===== src/rtl/mem_arbiter.sv =====
// Two-port arbiter in front of a single-port memory with a fixed read latency.
// Define ARB_RR_EN for round-robin conflict resolution; otherwise the core has fixed priority.
module mem_arbiter #(
  parameter int ADDR_W       = 32,
  parameter int DATA_W       = 32,
  parameter int READ_LATENCY = 1
) (
  input  logic              clk,
  input  logic              reset,
  input  logic              c_req,
  input  logic              c_we,
  input  logic [ADDR_W-1:0] c_addr,
  input  logic [DATA_W-1:0] c_wdata,
  output logic              c_gnt,
  output logic              c_rvalid,
  output logic [DATA_W-1:0] c_rdata,
  input  logic              l_req,
  input  logic              l_we,
  input  logic [ADDR_W-1:0] l_addr,
  input  logic [DATA_W-1:0] l_wdata,
  output logic              l_gnt,
  output logic              l_rvalid,
  output logic [DATA_W-1:0] l_rdata,
  output logic              mem_en,
  output logic              mem_we,
  output logic [ADDR_W-1:0] mem_addr,
  output logic [DATA_W-1:0] mem_wdata,
  input  logic [DATA_W-1:0] mem_rdata,
  output logic              busy
);

  localparam int LAT_W = $clog2(READ_LATENCY + 1);

  if (READ_LATENCY < 1 || READ_LATENCY > 15) begin : g_bad_latency
    $error("mem_arbiter: READ_LATENCY must be in the range 1..15");
  end

  typedef enum logic {
    IDLE    = 1'b0,
    RD_WAIT = 1'b1
  } state_t;

  state_t             state_q;
  logic [LAT_W-1:0]   lat_cnt_q;
  logic               owner_q;      // 0 = core, 1 = loader
  logic [DATA_W-1:0]  c_rdata_q;
  logic [DATA_W-1:0]  l_rdata_q;

  logic               grant;
  logic               pick_l;
  logic               win_we;
  logic               rd_done;

`ifdef ARB_RR_EN
  logic               last_winner_q; // 0 = core, 1 = loader
`endif

  always_comb begin
    grant = (state_q == IDLE) && !reset && (c_req || l_req);
`ifdef ARB_RR_EN
    // On a conflict the port that did not win the previous grant goes first.
    pick_l = l_req && (!c_req || !last_winner_q);
`else
    pick_l = !c_req;
`endif
    win_we = pick_l ? l_we : c_we;
  end

  assign c_gnt     = grant && !pick_l;
  assign l_gnt     = grant && pick_l;
  assign mem_en    = grant;
  assign mem_we    = grant && win_we;
  assign mem_addr  = grant ? (pick_l ? l_addr : c_addr) : '0;
  assign mem_wdata = grant ? (pick_l ? l_wdata : c_wdata) : '0;

  // Read data is returned in the same cycle the memory presents it, then held.
  assign rd_done  = (state_q == RD_WAIT) && (lat_cnt_q == LAT_W'(1)) && !reset;
  assign c_rvalid = rd_done && !owner_q;
  assign l_rvalid = rd_done && owner_q;
  assign c_rdata  = c_rvalid ? mem_rdata : c_rdata_q;
  assign l_rdata  = l_rvalid ? mem_rdata : l_rdata_q;
  assign busy     = (state_q == RD_WAIT) && !reset;

  always_ff @(posedge clk) begin
    if (reset) begin
      state_q   <= IDLE;
      lat_cnt_q <= '0;
      owner_q   <= 1'b0;
      c_rdata_q <= '0;
      l_rdata_q <= '0;
    end else begin
      case (state_q)
        IDLE: begin
          if (grant && !win_we) begin
            owner_q   <= pick_l;
            lat_cnt_q <= LAT_W'(READ_LATENCY);
            state_q   <= RD_WAIT;
          end
        end
        RD_WAIT: begin
          lat_cnt_q <= lat_cnt_q - LAT_W'(1);
          if (lat_cnt_q == LAT_W'(1)) begin
            state_q <= IDLE;
            if (owner_q) begin
              l_rdata_q <= mem_rdata;
            end else begin
              c_rdata_q <= mem_rdata;
            end
          end
        end
        default: state_q <= IDLE;
      endcase
    end
  end

`ifdef ARB_RR_EN
  always_ff @(posedge clk) begin
    if (reset) begin
      last_winner_q <= 1'b1;
    end else if (grant) begin
      last_winner_q <= pick_l;
    end
  end
`endif

endmodule


===== config.mk =====
export PLATFORM = sky130hd
export DESIGN_NAME = mem_arbiter
export DESIGN_NICKNAME = d
export VERILOG_FILES = /design/src/rtl/mem_arbiter.sv
export SDC_FILE = /design/constraint.sdc
export NUM_CORES = 1
export LEC_CHECK = 0
export CELL_PAD_IN_SITES_DETAIL_PLACEMENT = 1
export CELL_PAD_IN_SITES_GLOBAL_PLACEMENT = 2
export CORE_MARGIN = 2
export CORE_UTILIZATION = 19
export CTS_CLUSTER_SIZE = 10
export DETAILED_ROUTE_END_ITERATION = 10
export HOLD_SLACK_MARGIN = 0.12
export PLACE_DENSITY = 0.9
export SLEW_MARGIN = 40
export SYNTH_ARGS = -nofsm -noshare
export SYNTH_HDL_FRONTEND = slang
export SYNTH_SLANG_ARGS = --single-unit
export TNS_END_PERCENT = 50

===== constraint.sdc =====
create_clock -name clk -period 4.5 [get_ports clk]
set_clock_uncertainty 0.2 [all_clocks]
set_input_delay 0.675 -clock clk [delete_from_list [all_inputs] [get_ports clk]]
set_output_delay 0.675 -clock clk [all_outputs]
set_load 0.02 [all_outputs]

Yosys cells after proc, flatten, opt, wreduce, memory -nomap -nowiden
Cells that the tools add are included.
{"block": "totals", "ff_bits": 67, "input_bits": 166, "output_inout_bits": 135, "elab_cells": 40}
{"block": "classes", "addsub": 1, "eq_ne": 1, "n_mux": 12, "n_bitwise": 2, "reduce_logical": 19}
{"operator": "32-bit two-way mux", "count": 6}
{"operator": "1-bit logical AND", "count": 11}
{"operator": "3-bit AND reduction", "count": 2}
{"operator": "1-bit logical NOT", "count": 4}
{"operator": "1-bit two-way mux", "count": 4}
{"operator": "1-bit one-hot mux with 2 select lines", "count": 2}
{"operator": "2-bit by 1-bit != test with 1-bit output (second input constant)", "count": 1}
{"operator": "1-bit NOT", "count": 2}
{"operator": "2-bit AND reduction", "count": 1}
{"operator": "1-bit logical OR", "count": 1}
{"operator": "1-bit subtractor (second input constant)", "count": 1}

Depth between registers and ports, before layout
Gate-level depths: netlist of run 1.
{"block": "logic_depth", "ltp_word": 6, "depth_mapped": 5, "mapped_depth_nobuf": 2}

Least setup slack after synthesis of run 1
Ideal clock, no wire load.
{"block": "synth_path", "path_type": "input to output", "startpoint": "input port reset", "endpoint": "output port c_rdata[14]", "t_arrival_ns": 1.857, "required_ns": 3.625, "path_slack_ns": 1.768, "path_stages": 5, "n_path_buf": 3, "path_cell_list": "buf_4 -> nor4bb_2 -> buf_4 -> buf_6 -> mux2_1"}
{"block": "synth_via", "elab_chain_cells": 4}
{"item": "start: declaration", "line_no": "9", "text": "input logic reset,"}
{"item": "1-bit logical NOT", "line_no": "77", "text": "assign rd_done = (state_q == RD_WAIT) && (lat_cnt_q == LAT_W'(1)) && !reset;"}
{"item": "1-bit logical AND", "line_no": "77"}
{"item": "1-bit logical AND", "line_no": "78", "text": "assign c_rvalid = rd_done && !owner_q;"}
{"item": "32-bit two-way mux", "line_no": "80", "text": "assign c_rdata = c_rvalid ? mem_rdata : c_rdata_q;"}
{"item": "end: declaration", "line_no": "16", "text": "output logic [DATA_W-1:0] c_rdata,"}
Every way passes these cells.

Worst setup path after layout of run 1
{"block": "layout_path", "startpoint": "input port reset", "endpoint": "output port l_rdata[26]"}
{"block": "layout_via", "elab_chain_cells": 4}
{"item": "1-bit logical NOT", "line_no": "77"}
{"item": "1-bit logical AND", "line_no": "77"}
{"item": "1-bit logical AND", "line_no": "79", "text": "assign l_rvalid = rd_done && owner_q;"}
{"item": "32-bit two-way mux", "line_no": "81", "text": "assign l_rdata = l_rvalid ? mem_rdata : l_rdata_q;"}
{"item": "end: declaration", "line_no": "23", "text": "output logic [DATA_W-1:0] l_rdata,"}
Every way passes these cells.

==> results of run 1 <==
-- synthesized netlist by cell type (all sizes together) --
library cell / n
a22o: 96
dfxtp: 67
mux2: 64
a32o: 33
buf: 29
clkbuf: 10
a31oi: 3
inv: 3
nor2: 3
or3b: 2
a21o: 1
and4b: 1
mux2i: 1
nand2b: 1
nand3b: 1
nor3: 1
nor3b: 1
nor4: 1
nor4b: 1
nor4bb: 1
-- cell type report --
cell class | instances | area [um2]
inverters | 3 | 11.3
fillers | 2049 | 11600
clock buffers | 9 | 225
repair buffers | 307 | 3110
multi-input cells | 211 | 2110
flip-flops and latches | 67 | 1340
clock inverters | 7 | 68.8
well taps | 260 | 325
-- layer usage --
| layer | track usage (%) | wire [um] | part of all wire [%] |
|---|---|---|---|
| met5 | 0 | 34 | 0.20 |
| met4 | 7.09 | 501 | 3.0 |
| met3 | 6.87 | 1620 | 9.6 |
| met2 | 29.0 | 8860 | 52 |
| met1 | 16.5 | 5920 | 35 |
-- final timing paths --
kind | start | end
max reg2reg | state_q | l_rdata_q[5]
min reg2reg | l_rdata_q[19] | l_rdata_q[19]
max | reset | l_rdata[26]
min | l_rdata_q[19] | l_rdata_q[19]
-- power by group --
group	switching [mW]	internal, mW
sequential	0.0118	0.607
combinational	0.205	0.276
clock	0.271	0.426
-- cell usage in the layout, fill, tap and decap left out, types with 2 or more instances in the layout --
master           Yosys  layout
buf_4                5       2
mux2_4              10      10
buf_12               0       4
a22o_1              96      96
a31oi_1              3       2
clkdlybuf4s50_1      0     300
mux2_2              30      30
clkinvlp_4           0       2
or3b_2               2       2
a32o_1              33      33
nor2_1               3       3
clkbuf_16            0       9
clkinv_2             0       3
inv_1                3       2
mux2_1              24      24
dfxtp_1             67      67
-- per-stage QoR --
stage,hold WS [ns],power (mW)
2_1_floorplan,0.235,0.811
3_3_place_gp,0.249,1.11
3_5_place_dp,0.254,1.12
4_1_cts,0.272,1.83
5_1_grt,0.297,1.87
6_report,0.269,1.80
-- kinds of logic after synthesis --
family | synth area share [%]
AO/OA/AOI/OAI | 32.7
flip-flops | 36.6
multiplexers | 21.0
buffers and inverters | 7.00
AND/OR/NAND/NOR | 2.80
-- registers in the layout, indices dropped and copies added, names as in the netlist --
name       flops
l_rdata_q     32
lat_cnt_q      1
state_q        1
owner_q        1
c_rdata_q     32
==> results list, run 1 <==
- Number of global-route vias before repair: 4317
- The count of pins over their slew limit is 0.
- Number of iterations in the first detailed-routing pass: 4
* Post-layout minimum cycle time: 4.04 ns
- Counting stages on the worst path, the most repeated cell is clkdlybuf4s50_1.
- For the worst setup path, the data required time is 3.62 ns.
- Diode insertion count for antenna repair: 0
- Clock network latency to the later pin of the worst-skew pair: 0.34 ns
* PwrDens: 250 mW/mm2
* Placed cell area: 0.00690 mm2
* Clock Tree Buf Depth: 2
- Worst-margin pin slew: 0.663 ns
* Max-Cap Viols: 0
* Path category of the worst min-delay check: register to register
* Worst setup SP type: primary input
- In the post-route analysis, the smallest setup slack over all paths is 0.460 ns.
- Timing would allow up to 0.247 GHz.
- In this run, synthesis produced a sequential element count of 67.
* Remaining antenna violation count after routing: 0
- Worst slack after detailed placement: 0.443 ns
- Entering global routing, the biggest net connects 66 pins.
* Post-Route Utilization: 38.2%
- Setup Buffers After CTS: 0
* DR WL/cell: 19.6 um
* Top Family by Delay on Critical Path: buffers and inverters
- For this run, the number of standard cells in the final layout without fillers is 864.
* Peak supply drop: 0.155 mV
- Count of buffer and inverter cells on the critical path: 3
- Gates resized during post-CTS repair numbered 0.
* Number of cells on the worst reg-to-reg path: 3
* Number of hold violations in the final report: 0
- Global-route wire length before repair: 25300 um
- Top cells by area, synth: dfxtp_1, a22o_1, mux2_2
* Unique masters post-synth: 24
* Total track usage: 16.2%
* Cell area after layout: 0.00719 mm2
- The slowest stage of the critical path belongs to the cell clkdlybuf4s50_1.
* CP Capture Type: output port
- Share of post-route cells with drive strength above 1: 11.8%
* Setup TNS: 0 ns
- CP Cell Sequence: clkdlybuf4s50_1 -> and4b_2 -> buf_12 -> mux2_2 -> clkdlybuf4s50_1
- Setup slack on the worst reg-to-reg path comes out at 2.60 ns.
* Crit Path Max Fanout: 43
- Buffers inserted during clock tree synthesis total 9.
- Critical path start-end classification: primary input to output port
* Root buf cell: clkbuf_16
* Net total in the final layout: 765
- The share of synthesized area in the top cell type comes to 36.6%.
- Total stage count of the critical path: 5
* Instance count after placement with tap cells included: 848
- In the finished design, the share of the clock period the worst path needs comes to 89.8%.
- The biggest area contributor in the post-synthesis netlist is dfxtp_1.
- For this block, the initial DRC count from the detailed router was 97.
* Count of mapped cells out of synthesis: 320
* Cell area after synthesis: 0.00367 mm2
* Starting utilization of the core area: 19.5%
- Data on the critical path arrives at its endpoint at 3.17 ns.
- TritonCTS built the clock tree.
- Clock-pin slew was measured on the worst setup and hold paths at 0.05 ns.
* Layout area overhead: 96.2%
- The region available for standard cell placement spans 0.0188 mm2.
* Stage delay of the slowest cell on the critical path: 0.69 ns
* Residual DRC: 0
* Die area: 0.0204 mm2
- Number of buffers inserted by port buffering: 300
* Via count: 3989
- During synthesis, Yosys emitted a total of 0 warnings.
- The H-tree was split into 3 levels.
- The number of nets handed over by synthesis was 486.
- In the routed layout, each cell is associated on average with a via count of 4.62.
- RSZ-0062 raised after global routing: no
* Hold Path Depth: 1
- Status: finished, final reports clean
- Number of clock sinks: 67
- 301 I/O pins were placed.
- The number of hold buffers added after CTS was 0.
- Pleak: 2.70 nW
* Die Wd: 143 um
- Setup violations remaining at the end of the flow were counted as 0.
* Global route overflow: 0
- The wire-length estimate of the detail-placed layout is 13500 um.
- At the end of routability-driven placement, the weighted congestion stood at 0.782.
- Worst max-slew margin expressed relative to the limit: 55.7%
- Number of placement rows: 50
- After synthesis, the mean cell area works out to 11.5 um2.
* Detailed Route WL: 16900 um
- DIE HEIGHT: 143 um
* Number of antenna violations at the first check in global routing: 2
* Portion of the post-synthesis area used by sequential elements: 36.6%
Power figures use the tool's default switching activity.
==> inputs of run 2 (changes only) <==
TNS_END_PERCENT = 20   (was 50)
==> results of run 2 <==
Same layout as run 1: the final DEF is identical, and so are final timing and power.
